## src/rtl/packet_tx_scheduler.sv

```systemverilog
// Two-requester round-robin packet scheduler that serialises one byte per frame
// (start, 8 data bits MSB first, even parity, stop) followed by a forced idle gap.

module packet_tx_scheduler_chk (
    input logic       clk,
    input logic       rst_n,
    input logic [1:0] gnt,
    input logic       busy,
    input logic       ser_out,
    input logic       done
);

    a_gnt_onehot: assert property (@(posedge clk) disable iff (!rst_n) $onehot0(gnt));
    a_gnt_frame:  assert property (@(posedge clk) disable iff (!rst_n) (gnt != 2'b00) |-> (busy && !ser_out));
    a_done_busy:  assert property (@(posedge clk) disable iff (!rst_n) done |-> busy);

endmodule

module packet_tx_scheduler #(
    parameter int BIT_CYCLES = 10,
    parameter int GAP_BITS   = 2
) (
    input  logic       clk,
    input  logic       rst_n,
    input  logic [1:0] req,
    input  logic [7:0] data0,
    input  logic [7:0] data1,
    input  logic [1:0] err_inj,
    output logic [1:0] gnt,
    output logic       busy,
    output logic       ser_out,
    output logic       done
);

    localparam int CNT_W = (BIT_CYCLES > 1) ? $clog2(BIT_CYCLES) : 1;
    localparam int IDX_W = ($clog2(GAP_BITS) > 3) ? $clog2(GAP_BITS) : 3;

    localparam logic [CNT_W-1:0] CNT_ZERO  = {CNT_W{1'b0}};
    localparam logic [CNT_W-1:0] CNT_ONE   = CNT_W'(1);
    localparam logic [CNT_W-1:0] CNT_LAST  = CNT_W'(BIT_CYCLES - 1);
    // done is registered, so it is armed one cycle before the last stop cycle
    localparam logic [CNT_W-1:0] CNT_DONE  = CNT_W'(BIT_CYCLES - 2);
    localparam logic [IDX_W-1:0] IDX_ZERO  = {IDX_W{1'b0}};
    localparam logic [IDX_W-1:0] IDX_ONE   = IDX_W'(1);
    localparam logic [IDX_W-1:0] DATA_LAST = IDX_W'(7);
    localparam logic [IDX_W-1:0] GAP_LAST  = IDX_W'(GAP_BITS - 1);

    typedef enum logic [2:0] {
        IDLE   = 3'd0,
        START  = 3'd1,
        DATA   = 3'd2,
        PARITY = 3'd3,
        STOP   = 3'd4,
        GAP    = 3'd5
    } state_t;

    function automatic logic even_parity(input logic [7:0] d);
        return ^d;
    endfunction

    state_t           state_r, state_s;
    logic [CNT_W-1:0] cnt_r,   cnt_s;
    logic [IDX_W-1:0] idx_r,   idx_s;
    logic [7:0]       shift_r, shift_s;
    logic             par_r,   par_s;
    logic             stop_r,  stop_s;
    logic             prio_r,  prio_s;
    logic [1:0]       gnt_r,   gnt_s;
    logic             busy_r,  busy_s;
    logic             ser_r,   ser_s;
    logic             done_r,  done_s;

    logic             bit_end_s;
    logic             sel_s;
    logic [7:0]       sel_data_s;

    assign bit_end_s  = (cnt_r == CNT_LAST);
    // single requester always wins; on contention prio_r names the favoured one
    assign sel_s      = (req == 2'b11) ? prio_r : req[1];
    assign sel_data_s = sel_s ? data1 : data0;

    // Next-state, datapath and output computation for the frame sequencer
    always_comb begin
        state_s = state_r;
        cnt_s   = cnt_r;
        idx_s   = idx_r;
        shift_s = shift_r;
        par_s   = par_r;
        stop_s  = stop_r;
        prio_s  = prio_r;
        gnt_s   = 2'b00;
        busy_s  = busy_r;
        ser_s   = ser_r;
        done_s  = 1'b0;

        case (state_r)
            IDLE: begin
                cnt_s  = CNT_ZERO;
                idx_s  = IDX_ZERO;
                ser_s  = 1'b1;
                busy_s = 1'b0;
                if (req != 2'b00) begin
                    state_s = START;
                    gnt_s   = sel_s ? 2'b10 : 2'b01;
                    prio_s  = ~sel_s;
                    shift_s = sel_data_s;
                    par_s   = even_parity(sel_data_s) ^ err_inj[0];
                    stop_s  = 1'b1 ^ err_inj[1];
                    busy_s  = 1'b1;
                    ser_s   = 1'b0;
                end else begin
                    state_s = IDLE;
                end
            end

            START: begin
                if (bit_end_s) begin
                    state_s = DATA;
                    cnt_s   = CNT_ZERO;
                    idx_s   = IDX_ZERO;
                    ser_s   = shift_r[7];
                    shift_s = {shift_r[6:0], 1'b0};
                end else begin
                    cnt_s = cnt_r + CNT_ONE;
                end
            end

            DATA: begin
                if (bit_end_s) begin
                    cnt_s = CNT_ZERO;
                    if (idx_r == DATA_LAST) begin
                        state_s = PARITY;
                        ser_s   = par_r;
                    end else begin
                        idx_s   = idx_r + IDX_ONE;
                        ser_s   = shift_r[7];
                        shift_s = {shift_r[6:0], 1'b0};
                    end
                end else begin
                    cnt_s = cnt_r + CNT_ONE;
                end
            end

            PARITY: begin
                if (bit_end_s) begin
                    state_s = STOP;
                    cnt_s   = CNT_ZERO;
                    ser_s   = stop_r;
                end else begin
                    cnt_s = cnt_r + CNT_ONE;
                end
            end

            STOP: begin
                done_s = (cnt_r == CNT_DONE);
                if (bit_end_s) begin
                    state_s = GAP;
                    cnt_s   = CNT_ZERO;
                    idx_s   = IDX_ZERO;
                    ser_s   = 1'b1;
                end else begin
                    cnt_s = cnt_r + CNT_ONE;
                end
            end

            GAP: begin
                ser_s = 1'b1;
                if (bit_end_s) begin
                    cnt_s = CNT_ZERO;
                    if (idx_r == GAP_LAST) begin
                        state_s = IDLE;
                        idx_s   = IDX_ZERO;
                        busy_s  = 1'b0;
                    end else begin
                        idx_s = idx_r + IDX_ONE;
                    end
                end else begin
                    cnt_s = cnt_r + CNT_ONE;
                end
            end

            default: begin
                state_s = IDLE;
                cnt_s   = CNT_ZERO;
                idx_s   = IDX_ZERO;
                ser_s   = 1'b1;
                busy_s  = 1'b0;
            end
        endcase
    end

    // State and registered-output update with asynchronous reset
    always_ff @(posedge clk or negedge rst_n) begin
        if (!rst_n) begin
            state_r <= IDLE;
            cnt_r   <= CNT_ZERO;
            idx_r   <= IDX_ZERO;
            shift_r <= 8'h00;
            par_r   <= 1'b0;
            stop_r  <= 1'b1;
            prio_r  <= 1'b0;
            gnt_r   <= 2'b00;
            busy_r  <= 1'b0;
            ser_r   <= 1'b1;
            done_r  <= 1'b0;
        end else begin
            state_r <= state_s;
            cnt_r   <= cnt_s;
            idx_r   <= idx_s;
            shift_r <= shift_s;
            par_r   <= par_s;
            stop_r  <= stop_s;
            prio_r  <= prio_s;
            gnt_r   <= gnt_s;
            busy_r  <= busy_s;
            ser_r   <= ser_s;
            done_r  <= done_s;
        end
    end

    assign gnt     = gnt_r;
    assign busy    = busy_r;
    assign ser_out = ser_r;
    assign done    = done_r;

    packet_tx_scheduler_chk u_chk (
        .clk     (clk),
        .rst_n   (rst_n),
        .gnt     (gnt_r),
        .busy    (busy_r),
        .ser_out (ser_r),
        .done    (done_r)
    );

endmodule

```

## config.mk

```make
export PLATFORM = sky130hd
export DESIGN_NAME = packet_tx_scheduler
export DESIGN_NICKNAME = d
export VERILOG_FILES = /design/src/rtl/packet_tx_scheduler.sv
export SDC_FILE = /design/constraint.sdc
export NUM_CORES = 1
export LEC_CHECK = 0
export ABC_AREA = 1
export ABC_CLOCK_PERIOD_IN_PS = 2300
export BUFFER_PORTS_ARGS = -buffer_cell sky130_fd_sc_hd__buf_2
export CAP_MARGIN = 20
export CORE_MARGIN = 3
export CORE_UTILIZATION = 56
export DETAILED_ROUTE_END_ITERATION = 10
export PLACE_DENSITY = 0.76
export SKIP_CTS_REPAIR_TIMING = 1
export SLEW_MARGIN = 20
export SYNTH_ARGS = -nofsm -noshare
export SYNTH_HDL_FRONTEND = slang
export SYNTH_HIERARCHICAL = 1
export SYNTH_SLANG_ARGS = --single-unit
```

## constraint.sdc

```tcl
create_clock -name clk -period 2.3 [get_ports clk]
set_clock_uncertainty 0.15 [all_clocks]
set_input_delay 0.23 -clock clk [delete_from_list [all_inputs] [get_ports clk]]
set_output_delay 0.23 -clock clk [all_outputs]
set_load 0.01 [all_outputs]
```

# After elaboration in Yosys (flattened, before gate mapping)
# Index checks and enable logic that the tools add are counted.
# word_totals
inputBits,22
register_bits,26
# op_classes
muxes,39
add_sub_neg,2
reduce_logical,13
eq_ne,20
bitwise_logic,5
# ops
cell,count
two-way mux 8 bit,5
two-way mux 3 bit,12
one-hot mux 8 bit (3 select lines),1
"!= test 2 bit, second input constant",9
one-hot mux 3 bit (6 select lines),1
two-way mux 1 bit,12
one-hot mux 3 bit (4 select lines),1
AND reduction 5 bit,2
"== test 3 bit, second input constant",3
"== test 4 bit, second input constant",2
two-way mux 4 bit,2
parity 8 bit,1
AND reduction 7 bit,1
"== test 3 x 1 -> 1 bit, second input constant",2
"== test 3 x 2 -> 1 bit, second input constant",2
two-way mux 2 bit,3
one-hot mux 1 bit (5 select lines),1
OR reduction 5 bit,1
"adder 4 x 1 -> 4 bit, second input constant",1
inverter 1 bit,4
AND reduction 4 bit,1
OR reduction 4 bit,1
"adder 3 x 1 -> 3 bit, second input constant",1
logical NOT 3 bit,1
other kinds (9),9

# Longest topological paths before layout
# Gate-level depths: netlist (run 1).
# depth
ltp_word,5
depth_mapped,15
depth_no_buf,14

# Worst setup path after synthesis (run 1)
# No wires, ideal clock.
# synth_path
path_type,reg-to-reg
start,register idx_r[0]
end,register shift_r[7]
slack_ns,0.564
synth_period_minus_slack_ns,1.736
t_required_ns,2.076
t_arrival_ns,1.512
path_stages_with_launch,9
path_buffers,1
cell_sequence,dfrtp_1 ha_1 ha_1 inv_1 a21oi_1 nor4_4 buf_6 o211ai_4 o21ai_2
# synth_between
elab_chain_cells,3
# synth_lines
item,line_no,text
from (decl),63,"logic [IDX_W-1:0] idx_r, idx_s;"
from (signal assigned),209,idx_r <= idx_s;
== test 3 bit,131,if (idx_r == DATA_LAST) begin
!= test 2 bit (no line),n/a,
AND reduction 5 bit (no line),n/a,
to (signal assigned),210,shift_r <= shift_s;
to (decl),64,"logic [7:0] shift_r, shift_s;"
# Every way passes these cells.
# A chain may end at the register's enable or synchronous reset.

# Worst setup path after layout (run 1)
# layout_path
start,register cnt_r[1]
end,register shift_r[1]
# layout_between
elab_chain_cells,3
elab_cells_between_ends,4
# layout_lines
item,line_no,text
from (decl),62,"logic [CNT_W-1:0] cnt_r, cnt_s;"
from (signal assigned),208,cnt_r <= cnt_s;
== test 4 bit (*),77,assign bit_end_s = (cnt_r == CNT_LAST);
!= test 2 bit (no line),n/a,
AND reduction 5 bit (no line) (*),n/a,
# Every way passes the cells marked *; elsewhere a longest branch is shown, timed or not.

==> results of run 1 <==
cell usage after synthesis (2+ instances only):
library cell | n | share of area (%)
nand2_2 | 3 | 1.1
o21ai_2 | 2 | 1.0
inv_1 | 29 | 6.3
buf_6 | 2 | 1.3
o21ai_0 | 9 | 2.6
o21a_1 | 5 | 2.2
a21oi_1 | 4 | 1.2
dfstp_2 | 2 | 3.1
nand3_1 | 18 | 5.2
ha_1 | 6 | 4.4
nand2_1 | 71 | 16
dfrtp_1 | 24 | 35
nor2_1 | 14 | 3.1
nor3_1 | 3 | 0.87
nand3_2 | 3 | 1.7
o211ai_1 | 5 | 2.2
o21ai_1 | 5 | 1.5
nand3b_1 | 4 | 1.7
inv_2 | 7 | 1.5
worst max-delay path, delay by kind of cell (launching register included):
kind / cells / cell delay, ns
buf+inv: 3 / 0.44
flops: 1 / 0.42
simple gates: 3 / 0.40
compound gates: 2 / 0.24
fa+ha+maj: 1 / 0.15
stage by stage:
stage	std cells	util [%]	setup slack, ns	hold WS, ns	total power [W]
after detailed placement	286	65.72	0.4180	0.1012	0.0006174
final	291	67.23	0.4079	0.1771	0.0007938
after floorplan	232	-	0.5641	-0.2156	0.0005717
after global routing	291	67.23	0.2359	0.1894	0.0008486
after global placement	286	65.72	0.4753	0.1029	0.0006144
after CTS	289	66.52	0.3962	-0.2658	0.0008054
cell families after synthesis:
logic type	after synthesis	synth area share, %
adder cells (fa/ha/maj)	6	4.370
AO/OA/AOI/OAI	35	13.55
AND/OR/NAND/NOR	121	32.48
XOR/XNOR	2	1.020
buffers and inverters	42	10.56
flip-flops	26	38.02
final cells by class:
| cell class | count | area share (%) |
|---|---|---|
| multi-input cells | 164 | 46.45 |
| flip-flops and latches | 26 | 34.34 |
| repair buffers | 30 | 8.684 |
| inverters | 37 | 7.303 |
| well taps | 31 | 2.039 |
| clock buffers | 3 | 1.184 |
worst min-delay path by stage:
stage	to	depth (start not counted)	slack, ns
2_1_floorplan	busy	0	-0.22
3_3_place_gp	done	1	0.10
3_5_place_dp	busy	1	0.10
4_1_cts	busy	1	-0.27
5_1_grt	shift_r[2]	5	0.19
6_report	par_r	5	0.18
sequential cells by signal, summed over array words and instances, names as in the netlist:
name / count
done: 1
par_r: 1
shift_r: 8
stop_r: 1
ser_out: 1
prio_r: 1
state_r: 3
busy: 1
idx_r: 3
gnt: 2
cnt_r: 4
per-layer routing:
layer  part of all wire [%]  wire (µm)
met5                      0          0
met4                    1.3         42
met1                     53       1731
met3                    3.2        104
met2                     43       1415
power by group through the flow:
stage | Clock, W | Combinational (W) | Sequential, W
final | 0.000183 | 0.000135 | 0.000476
after global routing | 0.000217 | 0.000154 | 0.000477
after CTS | 0.000196 | 0.000134 | 0.000476
after detailed placement | 0 | 0.000133 | 0.000484
after global placement | 0 | 0.000131 | 0.000484
after floorplan | 0 | 0.0000893 | 0.000482
==> metrics.yaml, run 1 <==
layout:
  multi_input_area_um2: 883.3
  drive_above_1_share_pct: 20.38
  diodes: 0
  final_cell_mix: "71 x nand2_1, 29 x inv_1, 26 x buf_2"
  seq_area_um2: 653.1
  fill_cells: 256
  layout_commonest_cell: "nand2_1"
  area_growth_pct: 10.71
  postLayoutCellArea_mm2: 0.001902
  fin_nets: 290
die:
  core_area_mm2: 0.002829
  fp.dieH_um: 61.39
  die_w_um: 61.39
  start_util_pct: 60.73
  std_cell_rows: 19
  dieArea_mm2: 0.003768
  ios: 27
min_path:
  hold_path_class: "in2reg"
  hold_start: "err_inj[0]"
grt:
  use_met1_pct: 29.28
  top_usage_layer: "met1"
  grt_pass1_vias: 1261
  grt_util_met2_pct: 27.79
  track_usage_pct: 19.40
  grt_pass1_wl_um: 5471
  grt_max_degree: 27
  overflow: 0
  antenna_found_initial: 0
  use_met3_pct: 4.403
timing:
  rsz0062_at_grt: "no"
  hold_viol: 0
  period_share_pct: 82.27
  tightest_slew_ns: 0.5591
  max-slew-margin-rel_pct: 62.73
  post-route-min-period_ns: 1.892
  fmax_mhz: 528.5
  drv_slew: 0
  setup_viol: 0
  setup_tns_ns: 0
critical_path:
  slowest_stage: "dfrtp_1"
  cp-endpoint: "shift_r[1]"
  worstPathMaxFanout: 16
  crit_type: "reg2reg"
  regToRegSetupSlack_ns: 0.41
  cp.arrival_ns: 1.96
  required_ns: 2.37
  r2r-end: "shift_r[1]"
  crit_chain: "inv_1 > ha_1 > nand3_2 > clkinv_1 > nor2_2 > nor4_4 > buf_4 > o211ai_1 > o21a_1"
  crit_start: "cnt_r[1]"
  start_kind: "flip-flop"
  rr_worst_depth: 9
  cp_slowest_stage_delay_ns: 0.42
  cp-end-kind: "flip-flop"
  reg2reg_from: "cnt_r[1]"
power:
  switching_power_w: 0.0002110
  power.density_mw_per_mm2: 417.4
  pwr-share-comb_pct: 17.0
  swShare_pct: 26.58
  p_clk_share_pct: 23.1
  p_leak_nw: 1.026
  power.internal_w: 0.0005828
  seqPwrFrac_pct: 59.9
  max-vdd-ir-drop_v: 0.0004065
synthesis:
  syn_inst: 232
  synth_ff_type: "dfrtp_1"
  netlist_area_mm2: 0.001718
  ys_ff_latch: 26
  postSynthAreaPerCell_um2: 7.405
  ys_async_sr_fraction_pct: 100.0
  yosysSeqAreaShare_pct: 38.02
  ys.warnings.count: 6
  synth_edf_count: 0
  yosysUniqueCellTypes: 35
  syn_nets: 260
clock_network:
  clk_latency_ns: 0.31
  clkSinkCount: 26
  clkTransAtPathRegs_ns: 0.12
  cts_root_buffer: "clkbuf_4"
  cts_buffer_depth: 2
  ctsHtreeMaxLevel: 1
  cts_tree: "done"
  cts_inserted_buffers: 3
drt:
  avgRoutedWirePerCell_um: 11.32
  wl_um: 3293
  avgViaCountPerCell: 5.086
  ant_nets: 0
  dr_total_vias: 1480
  drt_first_iter_violations: 44
  first_pass_iters: 4
  drcViolationCount: 0
outcome:
  outcome: "completed"
placement:
  dp_hpwl_um: 2631
  gp_congestion: 0.9437
  port_buffers: 26
  place_area_mm2: 0.001859
job:
  cap_violations: 0
No activity file was read; power rests on OpenSTA's default activity.
==> run 2: changes to the inputs <==
--- a/config.mk
+++ b/config.mk
@@ -6,7 +6,7 @@
 export NUM_CORES = 1
 export LEC_CHECK = 0
 export ABC_AREA = 1
-export ABC_CLOCK_PERIOD_IN_PS = 2300
+export ABC_CLOCK_PERIOD_IN_PS = 1800
 export BUFFER_PORTS_ARGS = -buffer_cell sky130_fd_sc_hd__buf_2
 export CAP_MARGIN = 20
 export CORE_MARGIN = 3
==> constraint.sdc (replaced) <==
create_clock -name clk -period 1.8 [get_ports clk]
set_clock_uncertainty 0.15 [all_clocks]
set_input_delay 0.18 -clock clk [delete_from_list [all_inputs] [get_ports clk]]
set_output_delay 0.18 -clock clk [all_outputs]
set_load 0.01 [all_outputs]
==> run 2 against run 1 <==
Against the previous run:
- die area unchanged
- largest power group unchanged
- wire length up 9.8%
- hold slack lost 0.066 ns
- sequential share of layout area shrank 3.3 points
- register-to-register slack lost 0.47 ns
- the run now ends with setup timing left
- sequential power rose by 28%
- clock power increased by 33%
- utilization up 7.3 points
- critical path type unchanged
- combinational power is 50% higher
- via count grew 4.2%
- worst setup slack lost 0.47 ns
==> metrics.yaml, run 2 (synthesized netlist as in run 1, its figures left out) <==
outcome:
  outcome: "finished with violations"  # was completed
  failed_checks: "setup timing"
drt:
  drt_first_iter_violations: 82  # was 44
  avgRoutedWirePerCell_um: 11.78  # was 11.32 µm
  wl_um: 3615  # was 3293 µm
  first_pass_iters: 4  # unchanged
  dr_total_vias: 1542  # was 1480
  avgViaCountPerCell: 5.023  # was 5.086
  ant_nets: 0  # unchanged
  drcViolationCount: 0  # unchanged
grt:
  grt_pass1_wl_um: 5430  # was 5471 µm
  track_usage_pct: 19.29  # was 19.40%
  antenna_found_initial: 0  # unchanged
  grt_pass1_vias: 1220  # was 1261
  overflow: 0  # unchanged
  grt_max_degree: 27  # unchanged
timing:
  post-route-min-period_ns: 1.860  # was 1.892 ns
  setup_viol: 7  # was 0
  hold_ws_ns: 0.1112  # was 0.1771 ns
  fmax_mhz: 537.6  # was 528.5 MHz
  max-slew-margin-rel_pct: 62.78  # was 62.73%
  hold_viol: 0  # unchanged
  drv_slew: 0  # unchanged
  period_share_pct: 103.3  # was 82.27%
  setup_ws_ns: -0.06007  # was 0.4079 ns
  tightest_slew_ns: 0.5582  # was 0.5591 ns
  rsz0062_at_grt: "yes"  # was no
placement:
  gp_congestion: 0.8850  # was 0.9437
  port_buffers: 26  # unchanged
  dp_hpwl_um: 2658  # was 2631 µm
  place_area_mm2: 0.001939  # was 0.001859 mm²
critical_path:
  cp-end-kind: "flip-flop"  # unchanged
  critical-path-top-delay-family: "simple AND/OR/NAND/NOR gates"  # was buffers and inverters
  cp.depth: 9  # unchanged
  regToRegSetupSlack_ns: -0.06  # was 0.41 ns
  r2r-end: "shift_r[6]"  # was shift_r[1]
  crit_start: "cnt_r[1]"  # unchanged
  crit_chain: "inv_2 > ha_4 > nand3_2 > inv_2 > nor2_4 > nor4_4 > buf_12 > o211ai_1 > o21a_1"  # was inv_1 > ha_1 > nand3_2 > clkinv_1 > nor2_2 > nor4_4 > buf_4 > o211ai_1 > o21a_1
  cp.arrival_ns: 1.93  # was 1.96 ns
  reg2reg_from: "cnt_r[1]"  # unchanged
  cp_slowest_stage_delay_ns: 0.43  # was 0.42 ns
  path_buf_inv: 3  # unchanged
  start_kind: "flip-flop"  # unchanged
  slowest_stage: "dfrtp_1"  # unchanged
  critPathMostFrequentCell: "inv_2"
  rr_worst_depth: 9  # unchanged
  required_ns: 1.87  # was 2.37 ns
  crit_type: "reg2reg"  # unchanged
  cp-endpoint: "shift_r[6]"  # was shift_r[1]
  worstPathMaxFanout: 8  # was 16
clock_network:
  clk_latency_ns: 0.31  # about the same
  clkTransAtPathRegs_ns: 0.12  # about the same
  cts_buffer_depth: 2  # unchanged
  cts_root_buffer: "clkbuf_4"  # unchanged
  cts_inserted_buffers: 3  # unchanged
  ctsHtreeMaxLevel: 1  # unchanged
  clkSinkCount: 26  # unchanged
  cts_tree: "done"  # unchanged
die:
  die_w_um: 61.39  # unchanged
  start_util_pct: 60.73  # unchanged
  ios: 27  # unchanged
  fp.dieH_um: 61.39  # unchanged
  dieArea_mm2: 0.003768  # unchanged
  core_area_mm2: 0.002829  # unchanged
  std_cell_rows: 19  # unchanged
layout:
  largest_register: "shift_r"  # unchanged
  postLayoutCellArea_mm2: 0.002110  # was 0.001902 mm²
  final_cell_mix: "65 x nand2_1, 27 x inv_1, 26 x buf_2"  # was 71 x nand2_1, 29 x inv_1, 26 x buf_2
  fin_nets: 305  # was 290
  area_growth_pct: 22.80  # was 10.71%
  reg_top3: "shift_r x8, cnt_r x4"  # unchanged
  utilization_pct: 74.57  # was 67.23%
  drive_above_1_share_pct: 30.43  # was 20.38%
  largest_reg_flops: 8  # unchanged
  layout_commonest_cell: "nand2_1"  # unchanged
  diodes: 0  # unchanged
power:
  power.density_mw_per_mm2: 498.6  # was 417.4 mW/mm²
  p_leak_nw: 1.121  # was 1.026 nW
  max-vdd-ir-drop_v: 0.0005057  # was 0.0004065 V
job:
  cap_violations: 0  # unchanged
min_path:
  hold_path_class: "in2reg"  # unchanged
-- run 2: changes by cell type in the layout (fill, tap and decap cells not counted), moves of 2 or more --
cell	before	now
dfrtp_1	24	22
ha_2	0	2
ha_1	6	3
o21ai_1	5	7
o21ai_0	9	7
nand2_1	71	65
buf_4	2	13
inv_1	29	27
inv_2	7	9
dfrtp_2	0	2
nand2_2	3	8
buf_6	0	2
-- run 2: worst register-to-register path, delay by kind of cell, from the launching register on --
| family | cells | cell delay (ns) |
|---|---|---|
| and+or+nand+nor | 3 | 0.52 |
| adders and majority gates | 1 | 0.12 |
| AOI/OAI and AO/OA | 2 | 0.19 |
| buffers and inverters | 3 | 0.37 |
| DFF | 1 | 0.43 |
-- run 2: stage by stage --
step / TNS, ns / std cells / setup slack, ns / power, W
3_3_place_gp: 0 / 295 / 0.05580 / 0.0007891
3_5_place_dp: -0.006739 / 295 / -0.004375 / 0.0007925
2_1_floorplan: 0 / 232 / 0.06412 / 0.0007306
4_1_cts: -0.07257 / 299 / -0.02631 / 0.001035
5_1_grt: -0.9835 / 307 / -0.1549 / 0.001116
6_report: -0.2423 / 307 / -0.06007 / 0.001052
-- run 2: per-layer routing --
layer	routed length [µm]	up-vias	global-route usage, %	share of wire (%)
li1	-	830	-	-
met1	1808	687	29.75	50
met2	1664	23	27.49	46
met3	115	2	4.193	3.2
met4	27	0	4.545	0.75
met5	0	-	0	0
-- run 2: worst min path at each step --
stage / from / endpoint / slack (ns) / cells after the start
5_1_grt: data0[0] / shift_r[0] / 0.11 / 5
4_1_cts: rst_n / shift_r[3] / -0.30 / 1
3_3_place_gp: rst_n / done / 0.05 / 1
6_report: data0[0] / shift_r[0] / 0.11 / 5
2_1_floorplan: rst_n / busy / -0.27 / 0
3_5_place_dp: rst_n / done / 0.05 / 1
-- run 2: layout make-up --
class | count | area [µm²]
multi-input cells | 164 | 932.1
fillers | 215 | 719.4
flip-flops and latches | 26 | 655.6
repair buffers | 45 | 315.3
inverters | 37 | 141.4
well taps | 31 | 38.79
clock buffers | 4 | 26.28
-- run 2: report_power, final --
part / internal (W) / switching [W] / leakage, nW / total, W
clock network: 0.0000866 / 0.000157 / 0.0150 / 0.000243
registers: 0.000599 / 0.00000765 / 0.313 / 0.000607
logic: 0.0000830 / 0.000119 / 0.793 / 0.000202
total: 0.000769 / 0.000283 / 1.12 / 0.00105
==> run 3: changes to the inputs <==
--- a/config.mk
+++ b/config.mk
@@ -13,6 +13,7 @@
 export CORE_UTILIZATION = 56
 export DETAILED_ROUTE_END_ITERATION = 10
 export PLACE_DENSITY = 0.76
+export RECOVER_POWER = 25
 export SKIP_CTS_REPAIR_TIMING = 1
 export SLEW_MARGIN = 20
 export SYNTH_ARGS = -nofsm -noshare
==> run 3 against run 2 <==
Against the previous run:
- the flow still finishes with violations (setup timing)
- first-iteration DRC count stayed put
- sequential power hardly changed
- wire length hardly changed
- sequential share of layout area stayed put
- register-to-register slack hardly changed
- sequential cell count stayed put
- cell area stayed put
==> metrics.yaml, run 3 (synthesized netlist as in run 1, its figures left out) <==
placement:
  gp_congestion: 0.8850  # unchanged
  dp_hpwl_um: 2658  # unchanged
  dp.cells: 295  # unchanged
  place_area_mm2: 0.001939  # unchanged
  port_buffers: 26  # unchanged
timing:
  hold_viol: 0  # unchanged
  setup_viol: 7  # unchanged
  post-route-min-period_ns: 1.860  # unchanged
  max-slew-margin-rel_pct: 58.59  # was 62.78%
  rsz0062_at_grt: "yes"  # unchanged
  period_share_pct: 103.3  # unchanged
  drv_slew: 0  # unchanged
  fmax_mhz: 537.6  # unchanged
  tightest_slew_ns: 0.6211  # was 0.5582 ns
  setup_ws_ns: -0.06007  # unchanged
drt:
  drt_first_iter_violations: 82  # unchanged
  ant_nets: 0  # unchanged
  avgRoutedWirePerCell_um: 11.77  # was 11.78 µm
  avgViaCountPerCell: 5.023  # unchanged
  wl_um: 3614  # was 3615 µm
  drcViolationCount: 0  # unchanged
  first_pass_iters: 4  # unchanged
  dr_total_vias: 1542  # unchanged
critical_path:
  required_ns: 1.87  # about the same
  crit_start: "cnt_r[1]"  # unchanged
  regToRegSetupSlack_ns: -0.06  # about the same
  start_kind: "flip-flop"  # unchanged
  cp.arrival_ns: 1.93  # about the same
  crit_type: "reg2reg"  # unchanged
  cp-endpoint: "shift_r[6]"  # unchanged
  cp-end-kind: "flip-flop"  # unchanged
  reg2reg_from: "cnt_r[1]"  # unchanged
  rr_worst_depth: 9  # unchanged
  r2r-end: "shift_r[6]"  # unchanged
  worstPathMaxFanout: 8  # unchanged
die:
  std_cell_rows: 19  # unchanged
  dieArea_mm2: 0.003768  # unchanged
  start_util_pct: 60.73  # unchanged
  fp.dieH_um: 61.39  # unchanged
  die_w_um: 61.39  # unchanged
  core_area_mm2: 0.002829  # unchanged
  ios: 27  # unchanged
layout:
  seq_area_um2: 655.6  # unchanged
  fin_nets: 305  # unchanged
  multi_input_area_um2: 932.1  # unchanged
  fill_cells: 215  # unchanged
  diodes: 0  # unchanged
  layout_commonest_cell: "nand2_1"  # unchanged
  postLayoutCellArea_mm2: 0.002110  # unchanged
  area_growth_pct: 22.80  # unchanged
  utilization_pct: 74.57  # unchanged
  drive_above_1_share_pct: 30.43  # unchanged
  largest_register: "shift_r"  # unchanged
  final_cell_mix: "65 x nand2_1, 27 x inv_1, 25 x buf_2"  # was 65 x nand2_1, 27 x inv_1, 26 x buf_2
  largest_reg_flops: 8  # unchanged
  reg_top3: "shift_r x8, cnt_r x4"  # unchanged
  layoutNonFillerInstCount: 307  # unchanged
outcome:
  failed_checks: "setup timing"  # unchanged
  outcome: "finished with violations"  # unchanged
power:
  max-vdd-ir-drop_v: 0.0005057  # about the same
  power.density_mw_per_mm2: 498.6  # about the same
  p_leak_nw: 1.121  # about the same
clock_network:
  ctsHtreeMaxLevel: 1  # unchanged
  clk_latency_ns: 0.31  # about the same
  clkSinkCount: 26  # unchanged
  clkTransAtPathRegs_ns: 0.12  # about the same
  cts_inserted_buffers: 3  # unchanged
  cts_tree: "done"  # unchanged
  cts_root_buffer: "clkbuf_4"  # unchanged
  cts_buffer_depth: 2  # unchanged
grt:
  grt_pass1_wl_um: 5430  # unchanged
  track_usage_pct: 19.29  # unchanged
  overflow: 0  # unchanged
  antenna_found_initial: 0  # unchanged
  grt_max_degree: 27  # unchanged
  grt_pass1_vias: 1220  # unchanged
min_path:
  hold_path_class: "in2reg"  # unchanged
  hold_start: "data0[0]"  # unchanged
  hold_depth: 5  # unchanged
job:
  cap_violations: 0  # unchanged
run 3: layout make-up:
class | count | share of cell area [%]
tap | 31 | 1.839
timing repair buffer | 45 | 14.95
inverter | 37 | 6.702
sequential | 26 | 31.08
clock buffer | 4 | 1.246
multi-input combinational | 164 | 44.19
run 3: per-stage QoR:
| step | total power (W) | hold slack [ns] | setup WS [ns] | TNS (ns) |
|---|---|---|---|---|
| finish | 0.001052 | 0.1112 | -0.06007 | -0.2423 |
| global route | 0.001116 | 0.1106 | -0.1549 | -0.9835 |
| CTS | 0.001035 | -0.3043 | -0.02631 | -0.07257 |
| detailed placement | 0.0007925 | 0.05081 | -0.004375 | -0.006739 |
| global placement | 0.0007891 | 0.04934 | 0.05580 | 0 |
| floorplan | 0.0007306 | -0.2656 | 0.06412 | 0 |
run 3: worst min-delay path by stage:
stage | endpoint
final | shift_r[0]
after global routing | shift_r[0]
after CTS | shift_r[3]
after detailed placement | done
after global placement | done
after floorplan | busy
run 3: power breakdown:
group	leakage (nW)	total (W)	switching [W]	internal, W
registers	0.313	0.000607	0.00000765	0.000599
clock network	0.0150	0.000243	0.000157	0.0000866
logic	0.793	0.000202	0.000119	0.0000830
total	1.12	0.00105	0.000283	0.000769
run 3: critical path, cell delays in order, from the launching register on:
cell	delay (ns)
dfrtp_1	0.43
inv_2	0.09
ha_4	0.12
nand3_2	0.06
inv_2	0.11
nor2_4	0.04
nor4_4	0.41
buf_12	0.17
o211ai_1	0.08
o21a_1	0.11
run 3: metal layers:
layer	GRT usage, %	vias up	wire, µm
met5	0	-	0
met4	4.545	0	27
met3	4.193	2	115
met2	27.49	23	1664
met1	29.75	687	1807
li1	-	830	-
